==> src/rtl/can_pkg.sv <==
// can_pkg: shared CAN state codes, CRC-15 polynomial and frame field lengths.
package can_pkg;
  localparam logic [3:0] ST_IDLE    = 4'd0;
  localparam logic [3:0] ST_HDR     = 4'd1;
  localparam logic [3:0] ST_DATA    = 4'd2;
  localparam logic [3:0] ST_CRC     = 4'd3;
  localparam logic [3:0] ST_CRC_DEL = 4'd4;
  localparam logic [3:0] ST_ACK     = 4'd5;
  localparam logic [3:0] ST_ACK_DEL = 4'd6;
  localparam logic [3:0] ST_EOF     = 4'd7;
  localparam logic [3:0] ST_IFS     = 4'd8;
  localparam logic [14:0] CRC15_POLY = 15'h4599;
  localparam int HDR_BITS    = 19;
  localparam int CRC_BITS    = 15;
  localparam int EOF_BITS    = 7;
  localparam int IFS_BITS    = 3;
  localparam int STUFF_LIMIT = 5;
  function automatic logic [3:0] dlc_bytes(input logic [3:0] dlc);
    return dlc > 4'd8 ? 4'd8 : dlc;
  endfunction
endpackage

==> src/rtl/can_crc15.sv <==
// can_crc15: serial CAN CRC-15, one message bit per enabled clock.
module can_crc15
  import can_pkg::*;
(
  input  logic        i_Clock,
  input  logic        i_Reset,
  input  logic        i_Clr,
  input  logic        i_En,
  input  logic        i_Bit,
  output logic [14:0] o_Crc
);
  logic [14:0] r_crc;
  always_ff @(posedge i_Clock or posedge i_Reset)
    if (i_Reset) r_crc <= '0;
    else if (i_Clr) r_crc <= '0;
    else if (i_En) r_crc <= {r_crc[13:0], 1'b0} ^ ((r_crc[14] ^ i_Bit) ? CRC15_POLY : 15'd0);
  assign o_Crc = r_crc;
endmodule

==> src/rtl/can_frame_tx.sv <==
// can_frame_tx: CAN 2.0A data frame serializer with CRC-15 and bit stuffing.
// Define CAN_TX_ACK_CHECK_EN to add i_Rx_Serial / o_Ack_Err ACK-slot checking.
module can_frame_tx
  import can_pkg::*;
#(
  parameter int CLKS_PER_BIT = 10
) (
  input  logic        i_Clock,
  input  logic        i_Reset,
`ifdef CAN_TX_ACK_CHECK_EN
  input  logic        i_Rx_Serial,
  output logic        o_Ack_Err,
`endif
  input  logic        i_Tx_DV,
  input  logic [10:0] i_Id,
  input  logic [3:0]  i_Dlc,
  input  logic [63:0] i_Data,
  output logic        o_Tx_Serial,
  output logic        o_Tx_Active,
  output logic        o_Tx_Ready,
  output logic        o_Tx_Done
);
  localparam int BW = $clog2(CLKS_PER_BIT);
  logic [3:0]    r_state;
  logic [5:0]    r_ptr;
  logic [BW-1:0] r_baud;
  logic [2:0]    r_run;
  logic          r_last, r_stuff, r_serial, r_active, r_done;
  logic [10:0]   r_id;
  logic [3:0]    r_dlc, r_nb;
  logic [63:0]   r_data;
  logic [14:0]   w_crc;
  logic [18:0]   w_hdr;
  logic [5:0]    w_dend;
  logic [2:0]    w_run_n;
  logic [3:0]    w_nstate;
  logic          w_tick, w_bit, w_stuffing, w_fdone, w_end, w_accept, w_crc_en;
  assign w_tick     = r_baud == BW'(CLKS_PER_BIT - 1);
  assign w_hdr      = {1'b0, r_id, 3'b000, r_dlc};
  assign w_dend     = 6'(({3'b0, r_nb} << 3) - 7'd1);
  assign w_accept   = i_Tx_DV && r_state == ST_IDLE;
  assign w_stuffing = r_state == ST_HDR || r_state == ST_DATA || r_state == ST_CRC;
  assign w_bit = r_state == ST_HDR  ? w_hdr[5'd18 - r_ptr[4:0]] :
                 r_state == ST_DATA ? r_data[6'd63 - r_ptr] :
                 r_state == ST_CRC  ? w_crc[4'd14 - r_ptr[3:0]] : 1'b1;
  assign w_run_n = (r_run != 3'd0 && w_bit == r_last) ? r_run + 3'd1 : 3'd1;
  assign w_fdone = r_state == ST_HDR  ? r_ptr == 6'(HDR_BITS - 1) :
                   r_state == ST_DATA ? r_ptr == w_dend :
                   r_state == ST_CRC  ? r_ptr == 6'(CRC_BITS - 1) :
                   r_state == ST_EOF  ? r_ptr == 6'(EOF_BITS - 1) :
                   r_state == ST_IFS  ? r_ptr == 6'(IFS_BITS - 1) : 1'b1;
  assign w_nstate = r_state == ST_HDR     ? (r_nb == 4'd0 ? ST_CRC : ST_DATA) :
                    r_state == ST_DATA    ? ST_CRC :
                    r_state == ST_CRC     ? ST_CRC_DEL :
                    r_state == ST_CRC_DEL ? ST_ACK :
                    r_state == ST_ACK     ? ST_ACK_DEL :
                    r_state == ST_ACK_DEL ? ST_EOF :
                    r_state == ST_EOF     ? ST_IFS : ST_IDLE;
  assign w_end    = r_state == ST_IFS && w_fdone && w_tick;
  // CRC absorbs each header/data bit as it finishes, so it is final on entry to CRC
  assign w_crc_en = w_tick && !r_stuff && (r_state == ST_HDR || r_state == ST_DATA);
  can_crc15 u_crc (
    .i_Clock(i_Clock),
    .i_Reset(i_Reset),
    .i_Clr  (w_accept),
    .i_En   (w_crc_en),
    .i_Bit  (w_bit),
    .o_Crc  (w_crc)
  );
  // During a stuff bit, state/ptr already point at the next frame bit
  always_ff @(posedge i_Clock or posedge i_Reset)
    if (i_Reset) begin
      r_state  <= ST_IDLE;
      r_ptr    <= '0;
      r_baud   <= '0;
      r_run    <= '0;
      r_last   <= 1'b0;
      r_stuff  <= 1'b0;
      r_serial <= 1'b1;
      r_active <= 1'b0;
      r_done   <= 1'b0;
      r_id     <= '0;
      r_dlc    <= '0;
      r_nb     <= '0;
      r_data   <= '0;
    end else begin
      r_serial <= r_stuff ? ~r_last : w_bit;
      r_active <= r_state != ST_IDLE && r_state != ST_IFS;
      r_done   <= w_end;
      if (w_accept) begin
        r_state <= ST_HDR;
        r_ptr   <= '0;
        r_baud  <= '0;
        r_run   <= '0;
        r_last  <= 1'b0;
        r_stuff <= 1'b0;
        r_id    <= i_Id;
        r_dlc   <= i_Dlc;
        r_nb    <= dlc_bytes(i_Dlc);
        r_data  <= i_Data;
      end else if (r_state != ST_IDLE) begin
        r_baud <= w_tick ? '0 : r_baud + BW'(1);
        if (w_tick && r_stuff) begin
          r_stuff <= 1'b0;
          r_last  <= ~r_last;
          r_run   <= 3'd1;
        end else if (w_tick) begin
          if (w_stuffing) begin
            r_last  <= w_bit;
            r_run   <= w_run_n;
            r_stuff <= w_run_n == 3'(STUFF_LIMIT);
          end
          r_state <= w_fdone ? w_nstate : r_state;
          r_ptr   <= w_fdone ? '0 : r_ptr + 6'd1;
        end
      end
    end
  assign o_Tx_Serial = r_serial;
  assign o_Tx_Active = r_active;
  assign o_Tx_Ready  = r_state == ST_IDLE;
  assign o_Tx_Done   = r_done;
`ifdef CAN_TX_ACK_CHECK_EN
  logic r_ack_err;
  always_ff @(posedge i_Clock or posedge i_Reset)
    if (i_Reset) r_ack_err <= 1'b0;
    else if (w_accept) r_ack_err <= 1'b0;
    else if (r_state == ST_ACK && r_baud == BW'(CLKS_PER_BIT / 2) && i_Rx_Serial) r_ack_err <= 1'b1;
  assign o_Ack_Err = r_ack_err;
`endif
endmodule

==> config.mk <==
export PLATFORM = sky130hd
export DESIGN_NAME = can_frame_tx
export DESIGN_NICKNAME = d
export VERILOG_FILES = /design/src/rtl/can_pkg.sv /design/src/rtl/can_crc15.sv /design/src/rtl/can_frame_tx.sv
export SDC_FILE = /design/constraint.sdc
export NUM_CORES = 1
export LEC_CHECK = 0
export ABC_AREA = 1
export BUFFER_PORTS_ARGS = -buffer_cell sky130_fd_sc_hd__buf_2
export CAP_MARGIN = 20
export CORE_ASPECT_RATIO = 0.8
export CORE_MARGIN = 10
export CORE_UTILIZATION = 35
export CTS_BUF_LIST = sky130_fd_sc_hd__clkbuf_16
export CTS_CLUSTER_DIAMETER = 50
export DETAILED_ROUTE_END_ITERATION = 7
export PLACE_DENSITY = 0.56
export SLEW_MARGIN = 20
export SYNTH_ARGS = -nofsm -noshare
export SYNTH_HDL_FRONTEND = slang
export SYNTH_SLANG_ARGS = --single-unit
==> constraint.sdc <==
create_clock -name i_Clock -period 5.3 [get_ports i_Clock]
set_input_delay 0.795 -clock i_Clock [delete_from_list [all_inputs] [get_ports i_Clock]]
set_output_delay 0.795 -clock i_Clock [all_outputs]
set_load 0.02 [all_outputs]
==> run_results.csv <==
group,metric,value,unit
grt,grt_max_degree,116,
sta,rsz0062_at_grt,"false",
floorplan,num_io_pins,86,
sta,slew_violations,0,
setup_path,crit_type,"flop to flop",
sta,worst_slew_pin_slew,958.2,ps
detailed_routing,drtIter0Drc,418,
detailed_routing,routed_wl,16640,µm
run,drv_cap,0,
synthesis,yosys-top-cells-count,"nand2_1 (272), dfrtp_1 (119), inv_1 (111)",
outcome,outcome,"completed",
synthesis,synth_edf_count,0,
synthesis,yosys.area.top_type,"dfrtp_1",
detailed_routing,vias,5400,
min_path,min_path_type,"flop to flop",
synthesis,syn_area,6202,µm²
synthesis,synth.most_common_cell,"nand2_1",
power_and_ir_drop,peakVddDrop,203.6,µV
clock_network,post-cts-setup-buffers,0,
sta,hold_viol,0,
clock_network,clock-sinks,120,
sta,slew_headroom,36.12,%
grt,globalRouteOverflowTotal,0,
detailed_routing,drt_first_pass_iters,5,
clock_network,htreeDepth,4,
synthesis,syn-num-nets,922,
grt,grt_usage,14.52,%
finish,layout-drive-gt1-share,15.38,%
clock_network,cts_tree,"yes",
synthesis,syn_inst,834,
setup_path,cp_max_fo,30,
sta,fin_crit,3046,ps
floorplan,die_w,168.8,µm
synthesis,async_flop_share,100.0,%
grt,antenna_found_initial,0,
setup_path,endpoint_kind,"flop",
synthesis,syn_avg_cell_area,7.437,µm²
power_and_ir_drop,leakage,3.751,nW
clock_network,clock_path_buffers,2,
finish,diodes,0,
detailed_routing,viasPerCell,4.704,
grt,grt_pass1_vias,5470,
setup_path,arrival,3380,ps
floorplan,rows,43,
synthesis,synth_top_flop_cell,"dfrtp_1",
synthesis,ys_top_cells_by_area,"dfrtp_1 (48%), nand2_1 (16%), o21ai_0 (8.0%)",
clock_network,cts_buffers,17,
synthesis,yosys.area.top_type_share,48.01,%
synthesis,synth.distinct_cells,36,
sta,fin_ws,2254,ps
grt,grt_first_pass_wirelength,28010,µm
clock_network,clock_latency,420,ps
placement,portBuffers,85,
sta,clock.fmax,0.3283,GHz
detailed_routing,wire_per_inst,14.49,µm
floorplan,core_area,17380,µm²
floorplan,initial_core_util,35.69,%
detailed_routing,antenna_left,0,
synthesis,ys_seq_area_share,48.44,%
sta,finalSetupTns,0,ps
floorplan,die_h,139.1,µm
finish,layout.nets,998,
floorplan,dieArea,23480,µm²
synthesis,yosysWarnings,0,
clock_network,cts_resized,0,
sta,setup_violations,0,
detailed_routing,drc_errors,0,
power_and_ir_drop,powerDensity,300.6,nW/µm²
setup_path,startpoint_type,"flop",
clock_network,cts_root_buf,"clkbuf_16",
placement,dpl_worst_slack,2128,ps
clock_network,clkTransAtPathRegs,60,ps
finish,area_delta_synth_final,18.84,%
synthesis,synth-seq-cells,120,
sta,period_share,57.48,%
clock_network,holdBufCountCts,0,
setup_path,crit_required,5640,ps
placement,gp_congestion,0.8776,
placement,hpwl,11470,µm
sta,worst_clock_skew,6.788,ps
## flip-flops by register name (all words and copies together) (netlist names), 3 cells and up
| register | count |
|---|---|
| r_run | 3 |
| r_state | 4 |
| r_nb | 4 |
| r_ptr | 6 |
| r_id | 11 |
| r_dlc | 4 |
| r_data | 64 |
| r_baud | 4 |
| u_crc.o_Crc | 15 |
## kinds of logic (layout without fill, tap and decap cells)
| group | count (synthesis) | after routing | synth area share [%] |
|---|---|---|---|
| compound gates | 136 | 136 | 11.46 |
| buf+inv | 153 | 242 | 9.703 |
| fa+ha+maj | 6 | 6 | 1.210 |
| simple gates | 409 | 409 | 27.66 |
| flops | 120 | 120 | 48.44 |
| xor+xnor | 10 | 10 | 1.533 |
## per-stage QoR
stage	total power, mW	hold slack [ps]	util (%)	instance area, µm²	instances
2_1_floorplan	1.044	436.6	-	6202	834
3_3_place_gp	1.094	450.0	39.13	6800	1116
3_5_place_dp	1.097	455.6	39.13	6800	1116
4_1_cts	2.234	469.4	42.41	7371	1148
5_1_grt	2.299	482.2	42.41	7371	1148
6_report	2.215	466.6	42.41	7371	1148
## path summary, 6_finish.rpt
| check | to | start | cells past startpoint | slack, ps |
|---|---|---|---|---|
| max in group asynchronous | r_nb[2] | i_Reset | 3 | 3840 |
| max | r_state[1] | r_state[0] | 13 | 2250 |
| min | r_id[7] | r_id[7] | 2 | 470 |
| max reg2reg | r_state[1] | r_state[0] | 13 | 2250 |
| min in group asynchronous | r_data[23] | i_Reset | 2 | 500 |
| min reg2reg | r_id[7] | r_id[7] | 2 | 470 |
## routing by layer
layer / global-route usage (%) / routed length (µm) / share of wire [%]
met5: 0 / 0 / 0
met4: 3.705 / 146 / 0.88
met3: 3.824 / 758 / 4.6
met2: 20.90 / 7021 / 42
met1: 20.92 / 8709 / 52
## cell usage in the layout, fill, tap and decap left out, types with 6 or more instances in the layout
master     instances
clkbuf_16         17
nand3_1           70
o21ai_0           99
inv_2              7
inv_1            114
nor3_1             6
a21oi_1           19
buf_2             85
ha_1               6
nor2_1            37
o22ai_1            9
dfrtp_1          119
xor2_1             6
nand2_1          272
## report_power, final
group	total, mW	internal, mW	switching [mW]	leakage (nW)
clock	1.14	0.722	0.414	0.296
combinational	0.113	0.0463	0.0663	2.11
sequential	0.967	0.955	0.0116	1.35
total	2.22	1.72	0.491	3.75
## cell type report
| cell class | instances | area [µm²] |
|---|---|---|
| tap | 225 | 281.5 |
| inverter | 120 | 455.4 |
| fill | 1806 | 10010 |
| timing repair buffer | 90 | 462.9 |
| clock inverter | 15 | 145.1 |
| multi-input combinational | 561 | 2596 |
| sequential | 120 | 3004 |
| clock buffer | 17 | 425.4 |
## worst max-delay path: stages (launching register included)
cell,delay (ps)
dfrtp_1,400
inv_1,130
nand2_1,120
nor2_4,150
inv_2,70
nor2_4,510
inv_2,390
nand2_1,140
nand2_1,120
a21oi_2,380
nand2_1,150
inv_1,210
nand4_1,110
o21ai_0,90
(Power assumes the default switching activity.)
